[src/rtl/iob_regfile_sp_arb.sv]
// ============================================================================
// Module      : iob_regfile_sp_arb
// Description : Round-robin arbiter and hardware clear sequencer for a
//               single-port register file shared by two requesters.
// Revision    : 1.0 - initial release
// ============================================================================
`default_nettype none

module iob_regfile_sp_arb #(
    parameter int ADDR_W = 4,
    parameter int DATA_W = 32
) (
    input  logic              clk,
    input  logic              rst_n,

    input  logic              req0_valid,
    input  logic              req0_we,
    input  logic [ADDR_W-1:0] req0_addr,
    input  logic [DATA_W-1:0] req0_wdata,
    output logic              req0_ready,
    output logic              req0_rvalid,
    output logic [DATA_W-1:0] req0_rdata,

    input  logic              req1_valid,
    input  logic              req1_we,
    input  logic [ADDR_W-1:0] req1_addr,
    input  logic [DATA_W-1:0] req1_wdata,
    output logic              req1_ready,
    output logic              req1_rvalid,
    output logic [DATA_W-1:0] req1_rdata,

    input  logic              clr_start,
    output logic              clr_busy,
    output logic              clr_done,

    output logic              rf_we,
    output logic [ADDR_W-1:0] rf_addr,
    output logic [DATA_W-1:0] rf_w_data,
    input  logic [DATA_W-1:0] rf_r_data
);

    localparam logic [ADDR_W-1:0] c_LAST_ADDR = '1;

    typedef enum logic [0:0] {
        ST_IDLE  = 1'b0,
        ST_CLEAR = 1'b1
    } state_t;

    state_t              r_state;
    state_t              w_state_nxt;
    logic                r_ptr;
    logic                w_ptr_nxt;
    logic [ADDR_W-1:0]   r_cnt;
    logic [ADDR_W-1:0]   w_cnt_nxt;
    logic                r_done;
    logic                w_done_nxt;
    logic                w_gnt0;
    logic                w_gnt1;
    logic                r_rd_pend0;
    logic                r_rd_pend1;
    logic [DATA_W-1:0]   r_rdata0;
    logic [DATA_W-1:0]   r_rdata1;

    always_ff @(posedge clk or negedge rst_n) begin
        if (!rst_n) begin
            r_state    <= ST_IDLE;
            r_ptr      <= 1'b0;
            r_cnt      <= '0;
            r_done     <= 1'b0;
            r_rd_pend0 <= 1'b0;
            r_rd_pend1 <= 1'b0;
            r_rdata0   <= '0;
            r_rdata1   <= '0;
        end else begin
            r_state    <= w_state_nxt;
            r_ptr      <= w_ptr_nxt;
            r_cnt      <= w_cnt_nxt;
            r_done     <= w_done_nxt;
            r_rd_pend0 <= w_gnt0 & ~req0_we;
            r_rd_pend1 <= w_gnt1 & ~req1_we;
            if (r_rd_pend0) begin
                r_rdata0 <= rf_r_data;
            end
            if (r_rd_pend1) begin
                r_rdata1 <= rf_r_data;
            end
        end
    end

    always_comb begin
        w_state_nxt = r_state;
        w_ptr_nxt   = r_ptr;
        w_cnt_nxt   = r_cnt;
        w_done_nxt  = 1'b0;
        w_gnt0      = 1'b0;
        w_gnt1      = 1'b0;
        rf_we       = 1'b0;
        rf_addr     = '0;
        rf_w_data   = '0;
        case (r_state)
            ST_IDLE: begin
                if (clr_start) begin
                    w_state_nxt = ST_CLEAR;
                    w_cnt_nxt   = '0;
                end else if (rst_n) begin
                    // Pointer only breaks ties; a lone requester always wins.
                    if (req0_valid && (!req1_valid || !r_ptr)) begin
                        w_gnt0 = 1'b1;
                    end else if (req1_valid) begin
                        w_gnt1 = 1'b1;
                    end
                    if (w_gnt0) begin
                        rf_we     = req0_we;
                        rf_addr   = req0_addr;
                        rf_w_data = req0_wdata;
                        w_ptr_nxt = 1'b1;
                    end else if (w_gnt1) begin
                        rf_we     = req1_we;
                        rf_addr   = req1_addr;
                        rf_w_data = req1_wdata;
                        w_ptr_nxt = 1'b0;
                    end
                end
            end
            ST_CLEAR: begin
                rf_we     = 1'b1;
                rf_addr   = r_cnt;
                w_cnt_nxt = r_cnt + 1'b1;
                if (r_cnt == c_LAST_ADDR) begin
                    w_state_nxt = ST_IDLE;
                    w_done_nxt  = 1'b1;
                end
            end
            default: begin
                w_state_nxt = ST_IDLE;
            end
        endcase
    end

    assign req0_ready  = w_gnt0;
    assign req1_ready  = w_gnt1;
    // Read data is passed straight through in the return cycle, then held.
    assign req0_rvalid = r_rd_pend0;
    assign req1_rvalid = r_rd_pend1;
    assign req0_rdata  = r_rd_pend0 ? rf_r_data : r_rdata0;
    assign req1_rdata  = r_rd_pend1 ? rf_r_data : r_rdata1;
    assign clr_busy    = (r_state == ST_CLEAR);
    assign clr_done    = r_done;

endmodule

`default_nettype wire
[config.mk]
export PLATFORM = sky130hd
export DESIGN_NAME = iob_regfile_sp_arb
export DESIGN_NICKNAME = d
export VERILOG_FILES = /design/src/rtl/iob_regfile_sp_arb.sv
export SDC_FILE = /design/constraint.sdc
export NUM_CORES = 1
export LEC_CHECK = 0
export CORE_ASPECT_RATIO = 1.4
export CORE_MARGIN = 3
export CORE_UTILIZATION = 33
export DETAILED_ROUTE_END_ITERATION = 16
export HOLD_SLACK_MARGIN = 0.03
export PLACE_DENSITY = 0.76
export SLEW_MARGIN = 20
export SYNTH_ARGS = -nofsm -noshare
export SYNTH_HDL_FRONTEND = slang
export SYNTH_SLANG_ARGS = --single-unit
export TNS_END_PERCENT = 20
[constraint.sdc]
create_clock -name clk -period 1.7 [get_ports clk]
set_clock_uncertainty 0.1 [all_clocks]
set_input_delay 0.255 -clock clk [delete_from_list [all_inputs] [get_ports clk]]
set_output_delay 0.255 -clock clk [all_outputs]
set_load 0.02 [all_outputs]
==> flow_summary.toml <==
[critical_path]
cp_slowest_cell = "dfrtp_2"
crit_type = "register to primary output"
crit_required_ns = 1.34
worstPathCellList = "nor3b_4 -> and3_4 -> buf_12 -> buf_12 -> a22o_1 -> buf_6"
worstPathArrival_ns = 1.77
r2r_cells = 5
startpoint_type = "register"
critPathMaxFanout = 7
end_kind = "primary output"
cpPeakStageDelay_ns = 0.42
cp_common_cell = "buf_12"

[grt]
grt_pass1_wl_um = 16500
antenna_found_initial = 0
grt_pass1_vias = 3193
grt_start_max_net_pins = 74
grt_overflow = 0
grt_usage_pct = 20.1

[sta]
tightest_slew_ns = 0.911
rsz0062_at_grt = "true"
final.setup.worst_slack_ns = -0.427
min_period_ns = 2.13
period_share_pct = 125
maxSlewViolCount = 0
setup_viol = 103
hold_viol_final = 0
slew_headroom_pct = 39.3
fmax_mhz = 470
hold_slack_ns = 0.133

[routing]
postRouteAntennaNets = 0
firstDrtPassIters = 4
drc_errors = 0
viasPerCell = 5.04
post_drt_wl_per_cell_um = 19.2
routed_wl_um = 11000
drt_iter0_markers = 80
vias = 2904

[cells_and_area]
final_core_util_pct = 65.9
final_cell_mix = "109 x clkdlybuf4s50_1, 72 x dfrtp_1, 45 x mux2_2"
area_growth_pct = 90.7
nNetsFinal = 576
mostFrequentLayoutCell = "clkdlybuf4s50_1"
fillCellCount = 731
diodes = 0
drive_above_1_share_pct = 49.9

[synthesis]
syn_inst = 223
ys.flop_type = "dfrtp_1"
synth-seq-cells = 73
synth-edff-count = 0
yosysTopAreaCell = "dfrtp_1"
ys_types = 25
synth_area_mm2 = 0.00319
yosysWarnings = 0
yosysSeqAreaShare_pct = 57.2
synth_top_area_share_pct = 57.2
syn_area_per_cell_um2 = 14.3
mappedNetlistNets = 335
async_flop_share_pct = 100
ys_top_cells_by_area = "dfrtp_1 57%, mux2_2 18%, a22o_1 9.1%"

[power]
power_leakage_uw = 0.00308
vdd_drop_max_mv = 0.787
power_density_mw_per_mm2 = 1260

[clock_tree]
h-tree-depth = 3
cts-root-buf = "clkbuf_16"
cts_made_buffers = 9
clock-sinks = 73
clk_pin_slew_ns = 0.05
clock_latency_ns = 0.32
tritoncts = "built"
clockBufferDepth = 2

[place]
place_hpwl_um = 8210
gp_congestion = 0.812
io_buffers = 217

[die]
die_w_um = 89.1
dieHeight_um = 122
start_util_pct = 34.6
ios = 218
rows = 41
dieArea_mm2 = 0.0109
coreArea_mm2 = 0.00923

[job]
max-cap-violations = 0

[status]
status = "finished, violations left"
violations = "setup timing"

[hold_path]
holdCritPathClass = "input port to async pin"
==> sequential cells by signal, indices dropped and copies added, names as in the netlist <==
name	flops
clr_busy	1
clr_done	1
r_cnt	4
r_ptr	1
r_rdata0	32
r_rdata1	32
req0_rvalid	1
req1_rvalid	1
==> logic make-up after synthesis <==
kind of cell             count (synthesis)  share of synthesized area, %
XOR/XNOR                                 1                         0.274
AO/OA/AOI/OAI                           43                          11.4
adder cells (fa/ha/maj)                  1                         0.392
multiplexers                            65                          22.9
flip-flops                              73                          57.2
AND/OR/NAND/NOR                         23                          4.19
buffers and inverters                   17                          3.61
==> area by class of cell <==
type / count / area, um^2 / share of cell area, %
repair buffers: 247 / 2290 / 37.6
flip-flops and latches: 73 / 1830 / 30.0
multi-input cells: 133 / 1560 / 25.7
clock buffers: 10 / 229 / 3.76
well taps: 107 / 134 / 2.20
clock inverters: 6 / 42.5 / 0.699
==> where the power goes <==
| part | internal, uW | switching [uW] | leakage [uW] |
|---|---|---|---|
| clock network | 988 | 697 | 0.000129 |
| logic | 1690 | 1800 | 0.00197 |
| registers | 2330 | 171 | 0.000979 |
==> stage by stage <==
step	total power [uW]	cells	TNS (ns)	area [um^2]	setup slack (ns)
5_1_grt	8100	576	-30.12	6090	-0.490
6_report	7680	576	-23.37	6090	-0.427
3_3_place_gp	6200	555	-41.59	5870	-0.812
4_1_cts	7640	577	-28.48	6060	-0.454
2_1_floorplan	4310	223	0	3440	0.00262
3_5_place_dp	6290	555	-45.05	5870	-0.894
==> repair_timing <==
| item | 4_1_cts | 5_1_grt |
|---|---|---|
| pin swaps | 16 | 6 |
| hold buffers | 0 | 0 |
| setup buffers | 3 | 0 |
| setup endpoints to repair | 106 | 105 |
| resized for setup | 464 | 36 |
| cloned | 3 | 0 |
==> cells in the mapped netlist (2+ instances only) <==
cell      number
mux2_2        51
buf_2          8
nand2b_1       3
mux2_1        13
dfrtp_1       73
and2_1         4
nor2b_1        4
buf_6          5
a221o_1        4
nand2_1        4
and3_1         3
o21ai_0        3
a22o_1        33
clkbuf_1       3
nor2_1         2
==> worst paths after layout <==
| path | startpoint | slack [ns] | to |
|---|---|---|---|
| min in group clk | clr_start | 0.28 | r_cnt[1]$_DFFE_PN0N_ |
| worst min register to register | r_rdata1[2]$_DFF_PN0_ | 0.38 | r_rdata1[2]$_DFF_PN0_ |
| worst max-delay path | clr_busy$_DFF_PN0_ | -0.43 | rf_w_data[2] |
| max in group asynchronous | rst_n | 0.74 | r_rdata1[14]$_DFF_PN0_ |
| worst min-delay path | rst_n | 0.13 | r_cnt[0]$_DFFE_PN0N_ |
| worst max register to register | clr_busy$_DFF_PN0_ | 0.20 | req1_rvalid$_DFF_PN0_ |
==> metal layers <==
layer | GRT usage [%] | share of wire, % | vias to the layer above
li1 | - | - | 1313
met1 | 22.4 | 36 | 1440
met2 | 35.3 | 55 | 120
met3 | 3.69 | 4.8 | 31
met4 | 10.8 | 4.5 | 0
met5 | 0 | 0 | -
==> critical path, delay by kind of cell, from the launching register on <==
kind	cells	cell delay, ns
buffers and inverters	3	0.35
AOI/OAI and AO/OA	1	0.16
DFF	1	0.42
and+or+nand+nor	2	0.50
No activity file was read; power rests on OpenSTA's default activity.
